--- config.mk ---
export PLATFORM = sky130hd
export DESIGN_NAME = envia_datos_rx
export DESIGN_NICKNAME = d
export VERILOG_FILES = /design/src/rtl/envia_datos_rx_pkg.sv /design/src/rtl/envia_datos_rx_display_tx.sv /design/src/rtl/envia_datos_rx_uart_rx.sv /design/src/rtl/envia_datos_rx.sv
export SDC_FILE = /design/constraint.sdc
export NUM_CORES = 1
export LEC_CHECK = 0
export ABC_AREA = 1
export CAP_MARGIN = 20
export CELL_PAD_IN_SITES_DETAIL_PLACEMENT = 1
export CELL_PAD_IN_SITES_GLOBAL_PLACEMENT = 2
export CORE_MARGIN = 2
export CORE_UTILIZATION = 36
export DETAILED_ROUTE_END_ITERATION = 6
export PLACE_DENSITY = 0.9
export SYNTH_ARGS = -nofsm -noshare
export SYNTH_HDL_FRONTEND = slang
export SYNTH_SLANG_ARGS = --single-unit
--- constraint.sdc ---
create_clock -name CLK -period 2.7 [get_ports CLK]
set_clock_uncertainty 0.2 [all_clocks]
set_input_delay 0.405 -clock CLK [delete_from_list [all_inputs] [get_ports CLK]]
set_output_delay 0.405 -clock CLK [all_outputs]
set_load 0.03 [all_outputs]
--- src/rtl/envia_datos_rx_pkg.sv ---
// Shared constants and state encodings for the UART-to-display bridge.
package envia_datos_rx_pkg;

    localparam int PKT_BYTES = 32;
    localparam int PKT_BITS  = PKT_BYTES * 8;

    // UART bit period in system clocks.
    function automatic int clks_per_bit(input int clk_freq, input int baud);
        return clk_freq / baud;
    endfunction

    typedef enum logic [1:0] {
        RX_IDLE,
        RX_START,
        RX_DATA,
        RX_STOP
    } rx_state_t;

    typedef enum logic [1:0] {
        TX_IDLE,
        TX_SHIFT,
        TX_LATCH,
        TX_STROBE
    } tx_state_t;

endpackage

--- src/rtl/envia_datos_rx_display_tx.sv ---
// Display shifter: 256 bits MSB-first with a divided shift clock, then LAT and STB pulses.
module envia_datos_rx_display_tx
    import envia_datos_rx_pkg::*;
#(
    parameter int SHIFT_DIV  = 4,
    parameter int LAT_CYCLES = 4,
    parameter int STB_CYCLES = 4
) (
    input  logic                clk,
    input  logic                rst,
    input  logic                load,
    input  logic [PKT_BITS-1:0] load_data,
    output logic                sdo,
    output logic                sclk,
    output logic                lat,
    output logic                stb
);

    localparam int BW = $clog2(PKT_BITS);
    localparam logic [7:0]    DIV_LAST = 8'(SHIFT_DIV - 1);
    localparam logic [7:0]    LAT_LAST = 8'(LAT_CYCLES - 1);
    localparam logic [7:0]    STB_LAST = 8'(STB_CYCLES - 1);
    localparam logic [BW-1:0] BIT_LAST = BW'(PKT_BITS - 1);

    tx_state_t           state, state_n;
    logic [PKT_BITS-1:0] shreg, shreg_n;
    logic [7:0]          div, div_n, cnt, cnt_n;
    logic [BW-1:0]       bit_cnt, bit_n;
    logic                sdo_n, sclk_n, lat_n, stb_n;

    // State, counters and registered display outputs.
    always_ff @(posedge clk) begin
        if (rst) begin
            state   <= TX_IDLE;
            shreg   <= '0;
            div     <= '0;
            cnt     <= '0;
            bit_cnt <= '0;
            sdo     <= 1'b0;
            sclk    <= 1'b0;
            lat     <= 1'b0;
            stb     <= 1'b0;
        end else begin
            state   <= state_n;
            shreg   <= shreg_n;
            div     <= div_n;
            cnt     <= cnt_n;
            bit_cnt <= bit_n;
            sdo     <= sdo_n;
            sclk    <= sclk_n;
            lat     <= lat_n;
            stb     <= stb_n;
        end
    end

    // Next-state logic: data changes only on the falling shift-clock phase; loads outside IDLE are dropped.
    always_comb begin
        state_n = state;
        shreg_n = shreg;
        div_n   = div;
        cnt_n   = cnt;
        bit_n   = bit_cnt;
        sdo_n   = sdo;
        sclk_n  = sclk;
        lat_n   = lat;
        stb_n   = stb;
        case (state)
            TX_IDLE: begin
                if (load) begin
                    state_n = TX_SHIFT;
                    shreg_n = load_data;
                    sdo_n   = load_data[PKT_BITS-1];
                    sclk_n  = 1'b0;
                    div_n   = '0;
                    bit_n   = '0;
                end
            end
            TX_SHIFT: begin
                if (div == DIV_LAST) begin
                    div_n = '0;
                    if (!sclk) begin
                        sclk_n = 1'b1;
                    end else begin
                        sclk_n = 1'b0;
                        if (bit_cnt == BIT_LAST) begin
                            state_n = TX_LATCH;
                            sdo_n   = 1'b0;
                            lat_n   = 1'b1;
                            cnt_n   = '0;
                        end else begin
                            bit_n   = bit_cnt + 1'b1;
                            shreg_n = {shreg[PKT_BITS-2:0], 1'b0};
                            sdo_n   = shreg[PKT_BITS-2];
                        end
                    end
                end else begin
                    div_n = div + 8'd1;
                end
            end
            TX_LATCH: begin
                if (cnt == LAT_LAST) begin
                    state_n = TX_STROBE;
                    lat_n   = 1'b0;
                    stb_n   = 1'b1;
                    cnt_n   = '0;
                end else begin
                    cnt_n = cnt + 8'd1;
                end
            end
            TX_STROBE: begin
                if (cnt == STB_LAST) begin
                    state_n = TX_IDLE;
                    stb_n   = 1'b0;
                end else begin
                    cnt_n = cnt + 8'd1;
                end
            end
            default: state_n = TX_IDLE;
        endcase
    end

endmodule

--- src/rtl/envia_datos_rx_uart_rx.sv ---
// 8N1 UART receiver: 2-FF synchronizer, mid-bit sampling, one-cycle valid pulse.
module envia_datos_rx_uart_rx
    import envia_datos_rx_pkg::*;
#(
    parameter int CLKS_PER_BIT = 5208
) (
    input  logic       clk,
    input  logic       rst,
    input  logic       rx,
    output logic [7:0] rx_data,
    output logic       rx_valid
);

    localparam logic [15:0] BIT_LAST  = 16'(CLKS_PER_BIT - 1);
    localparam logic [15:0] HALF_LAST = 16'(CLKS_PER_BIT / 2 - 1);

    logic       rx_s1, rx_s2, rx_d;
    rx_state_t  state, state_n;
    logic [15:0] cnt, cnt_n;
    logic [2:0] bit_idx, bit_idx_n;
    logic [7:0] shreg, shreg_n;
    logic [7:0] data_n;
    logic       valid_n;

    // Synchronize the asynchronous line; rx_d keeps the previous synced value for edge detect.
    always_ff @(posedge clk) begin
        if (rst) begin
            rx_s1 <= 1'b1;
            rx_s2 <= 1'b1;
            rx_d  <= 1'b1;
        end else begin
            rx_s1 <= rx;
            rx_s2 <= rx_s1;
            rx_d  <= rx_s2;
        end
    end

    // Receiver state and datapath registers.
    always_ff @(posedge clk) begin
        if (rst) begin
            state    <= RX_IDLE;
            cnt      <= '0;
            bit_idx  <= '0;
            shreg    <= '0;
            rx_data  <= '0;
            rx_valid <= 1'b0;
        end else begin
            state    <= state_n;
            cnt      <= cnt_n;
            bit_idx  <= bit_idx_n;
            shreg    <= shreg_n;
            rx_data  <= data_n;
            rx_valid <= valid_n;
        end
    end

    // Next-state logic: start bit is re-checked at half a bit, data/stop at full-bit intervals.
    always_comb begin
        state_n   = state;
        cnt_n     = cnt;
        bit_idx_n = bit_idx;
        shreg_n   = shreg;
        data_n    = rx_data;
        valid_n   = 1'b0;
        case (state)
            RX_IDLE: begin
                cnt_n     = '0;
                bit_idx_n = '0;
                if (rx_d && !rx_s2) state_n = RX_START;
            end
            RX_START: begin
                if (cnt == HALF_LAST) begin
                    cnt_n   = '0;
                    state_n = rx_s2 ? RX_IDLE : RX_DATA;
                end else begin
                    cnt_n = cnt + 16'd1;
                end
            end
            RX_DATA: begin
                if (cnt == BIT_LAST) begin
                    cnt_n   = '0;
                    shreg_n = {rx_s2, shreg[7:1]};
                    if (bit_idx == 3'd7) state_n = RX_STOP;
                    else bit_idx_n = bit_idx + 3'd1;
                end else begin
                    cnt_n = cnt + 16'd1;
                end
            end
            RX_STOP: begin
                if (cnt == BIT_LAST) begin
                    cnt_n   = '0;
                    state_n = RX_IDLE;
                    if (rx_s2) begin
                        data_n  = shreg;
                        valid_n = 1'b1;
                    end
                end else begin
                    cnt_n = cnt + 16'd1;
                end
            end
            default: state_n = RX_IDLE;
        endcase
    end

endmodule

--- src/rtl/envia_datos_rx.sv ---
// UART-to-display bridge: packs received bytes into 32-byte packets and shifts each one out.
module envia_datos_rx
    import envia_datos_rx_pkg::*;
#(
    parameter int CLK_FREQ   = 50_000_000,
    parameter int BAUD       = 9600,
    parameter int SHIFT_DIV  = 4,
    parameter int LAT_CYCLES = 4,
    parameter int STB_CYCLES = 4
) (
    input  logic CLK,
    input  logic RST,
    input  logic Rx,
    output logic DO,
    output logic CLKimpr,
    output logic LAT,
    output logic STB
);

    localparam int CLKS_PER_BIT = clks_per_bit(CLK_FREQ, BAUD);
    localparam int CW = $clog2(PKT_BYTES);
    localparam logic [CW-1:0] CNT_LAST = CW'(PKT_BYTES - 1);

    logic [7:0]                 rx_data;
    logic                       rx_valid;
    logic [PKT_BYTES-1:0][7:0]  pkt_buf;
    logic [PKT_BYTES-1:0][7:0]  snap_bytes;
    logic [CW-1:0]              byte_cnt;
    logic                       snap_load;

    envia_datos_rx_uart_rx #(.CLKS_PER_BIT(CLKS_PER_BIT)) u_rx (
        .clk      (CLK),
        .rst      (RST),
        .rx       (Rx),
        .rx_data  (rx_data),
        .rx_valid (rx_valid)
    );

    // Snapshot includes the byte arriving this cycle; byte 0 sits in the top bits so it shifts first.
    always_comb begin
        snap_bytes = '0;
        for (int k = 0; k < PKT_BYTES; k++)
            snap_bytes[PKT_BYTES-1-k] = (k == PKT_BYTES - 1) ? rx_data : pkt_buf[k];
    end

    assign snap_load = rx_valid && (byte_cnt == CNT_LAST);

    // Packing buffer: valid bytes land in their slot; counter wraps after the last slot.
    always_ff @(posedge CLK) begin
        if (RST) begin
            pkt_buf  <= '0;
            byte_cnt <= '0;
        end else if (rx_valid) begin
            pkt_buf[byte_cnt] <= rx_data;
            byte_cnt          <= (byte_cnt == CNT_LAST) ? '0 : byte_cnt + 1'b1;
        end
    end

    envia_datos_rx_display_tx #(
        .SHIFT_DIV  (SHIFT_DIV),
        .LAT_CYCLES (LAT_CYCLES),
        .STB_CYCLES (STB_CYCLES)
    ) u_tx (
        .clk       (CLK),
        .rst       (RST),
        .load      (snap_load),
        .load_data (snap_bytes),
        .sdo       (DO),
        .sclk      (CLKimpr),
        .lat       (LAT),
        .stb       (STB)
    );

endmodule

==> impl_metrics.ini <==
[pwr]
power_density_nw_per_um2 = 631
pwr-share-clk = 0.509
internal-power_uw = 14200
peakVddDrop_mv = 0.428
p_seq_frac = 0.476
power_frac_comb = 0.015
switching_share = 0.211
p_sw_uw = 3790
p_leak_uw = 0.0131

[floorplan]
start_util = 0.364
io_pins = 7
die_area_um2 = 71800
die-height_um = 268
die_w_um = 268
core_area_um2 = 68800
rows = 96

[timing]
timing_max_transition_violations_final = 0
post-route-period-util = 0.925
hold_violations = 0
max_freq_mhz = 400
tightest_slew_ps = 749
rsz0062_at_grt = false
fin_crit_ps = 2500
relSlewSlack = 0.501
setup-violations-final = 0
final.setup.tns_ps = 0

[clock_network]
hold_buffers = 0
cts_tree = done
cts.htree.levels = 3
cts_buffers = 66
cts_root_buf = clkbuf_16
clk_pin_slew_ps = 60
clock_latency_ps = 590
cts_buffer_depth = 3
cts_sinks = 579

[global_routing]
grt_pass1_wl_um = 109000
antenna_found_initial = 0
first_global_vias = 21900
grt.total_usage = 0.182
grt_overflow = 0
grt_max_degree = 193

[logic_synthesis]
synth_ff_type = dfxtp_1
syn_nets = 3736
ys_top_cells_by_count = nand2_1 (911), nor2_1 (649), dfxtp_1 (579)
yosysWarningCount = 0
synth_top_area_frac = 0.462
postSynthCellCount = 3717
synth_area_um2 = 25100
yosysTopAreaCell = dfxtp_1
synth-edff-count = 0
synth_area_leaders = dfxtp_1 (46%), nand2_1 (14%), o21ai_0 (11%)
synth_seq_cells = 579
synth.distinct_cells = 35
synthArstFlopShare = 0
synth.yosys.seq_area_share = 0.462
synth_most_common_cell = nand2_1
avgSynthCellArea_um2 = 6.75

[setup_path]
crit_required_ps = 2990
crit_chain = ha_1 -> nand2_1 -> nor2_1 -> ha_1 -> nand2_1 -> nand2_2 -> o21ai_2 -> inv_2 -> nand4_4 -> buf_12 -> buf_16 -> nand2_1 -> nand2_1 -> nor2_1
critPathMaxStageDelay_ps = 330
cp_max_fo = 51
r2r_cells = 14
cpMaxStageDelayCell = dfxtp_1
reg2reg_to = u_tx.shreg[79]
setup.worst_path.end_class = register
cp_common_cell = nand2_1
critPathBufInv = 3
r2r_setup_slack_ps = 200
crit_family = simple AND/OR/NAND/NOR gates
worst-setup-path-type = register to register
worstPathArrival_ps = 2790
r2r-start = byte_cnt[0]
startpoint_type = register

[routing]
drt_iter0_drc = 1180
vias_per_cell = 4.76
met2_length_um = 29700
antenna_left = 0
dr.max_layer_used = met4
wl_um = 64700
num_vias = 22000
wl_per_cell_um = 14.0
drc = 0
firstDrtPassIters = 6
dr_wl_met3_um = 1470
met1Wirelength_um = 32300

[place]
dpl_cell_area_um2 = 26100
hpwl_um = 38000
gp_congestion = 0.769
io_buffers = 6

[min_path]
worstHoldPathCells = 1
min-delay-start = u_rx.rx_s1
hp-class = register to register
whs_endpoint = u_rx.rx_s2

[finish]
final_area_um2 = 28500
nFillCells = 8848
area_growth_pct = 13.5
final_nets = 3666
register_area_um2 = 11600
drive_gt1_frac = 0.0544
multi_input_area_um2 = 10800
diodes = 0

[outcome]
status = completed

[run]
max_cap_violations = 0
==> power by group through the flow <==
stage	combinational (uW)	clock, uW	sequential, uW
after floorplan	164	0	8740
after global placement	266	0	8740
after detailed placement	267	0	8740
after CTS	268	9420	8550
after global routing	294	9730	8550
final	262	9140	8550
==> state kept, by name, indices dropped and copies added, names as in the netlist, 2 cells and up, named ones only <==
name	cells
byte_cnt	5
u_rx.shreg	8
pkt_buf	248
u_tx.state	2
u_tx.shreg	255
u_tx.bit_cnt	8
u_rx.rx_data	8
u_rx.cnt	16
u_rx.bit_idx	3
u_tx.div	8
u_tx.cnt	8
==> worst reg2reg max path, delay by kind of cell, from the launching register on <==
kind	cells	cell delay, ps
simple gates	8	770
buf+inv	3	550
fa+ha+maj	2	380
flops	1	330
compound gates	1	170
==> worst max path at each step <==
stage,from,to,slack [ps],depth (start not counted)
floorplan,byte_cnt[0],u_tx.shreg[244],600,13
global placement,byte_cnt[0],u_tx.shreg[98],220,14
detailed placement,byte_cnt[0],u_tx.shreg[99],140,14
CTS,byte_cnt[0],u_tx.shreg[13],80,14
global route,byte_cnt[0],u_tx.shreg[248],20,14
finish,byte_cnt[0],u_tx.shreg[79],200,14
==> cells by family after synthesis <==
kind of cell    Yosys count  synth area share
compound gates          822             0.166
fa+ha+maj                16           0.00798
flops                   579             0.462
xor+xnor                  9           0.00314
buf+inv                 639             0.106
simple gates           1652             0.255
==> layer usage <==
metal | vias up | GRT usage
met1 | 10400 | 0.239
met3 | 88 | 0.0267
li1 | 11400 | -
met5 | - | 0
met2 | 139 | 0.311
met4 | 0 | 0.0451
==> what timing repair did <==
| action | 4_1_cts | 5_1_grt |
|---|---|---|
| endpoints found under the setup margin | 0 | 44 |
| resized for setup | 0 | 6 |
| setup buffers | 0 | 2 |
==> cell type report <==
| class | count | share of cell area |
|---|---|---|
| Timing Repair Buffer | 93 | 0.0395 |
| Tap cell | 931 | 0.0409 |
| Multi-Input combinational cell | 2499 | 0.381 |
| Inverter | 408 | 0.0543 |
| Clock buffer | 105 | 0.0715 |
| Sequential cell | 579 | 0.407 |
| Clock inverter | 12 | 0.00576 |
==> cell usage in the layout (no fill, tap or decap), types with 22 or more instances in the layout <==
cell type | netlist | layout
nor2_1 | 649 | 649
inv_1 | 396 | 396
o21ai_0 | 529 | 529
dfxtp_1 | 579 | 579
nand2_1 | 911 | 910
nand3_1 | 39 | 39
buf_4 | 5 | 57
buf_12 | 0 | 22
a21oi_1 | 278 | 278
clkbuf_16 | 0 | 74
==> metrics by stage <==
stage	total power [uW]	hold WS, ps	cells	utilization	setup slack, ps
6_report	18000	210	4627	0.414	203
5_1_grt	18600	196	4627	0.414	22.5
4_1_cts	18200	194	4622	0.412	78.3
3_5_place_dp	9010	199	4505	0.380	136
3_3_place_gp	9010	191	4505	0.380	223
2_1_floorplan	8900	189	3717	-	601
(Power assumes the default switching activity.)
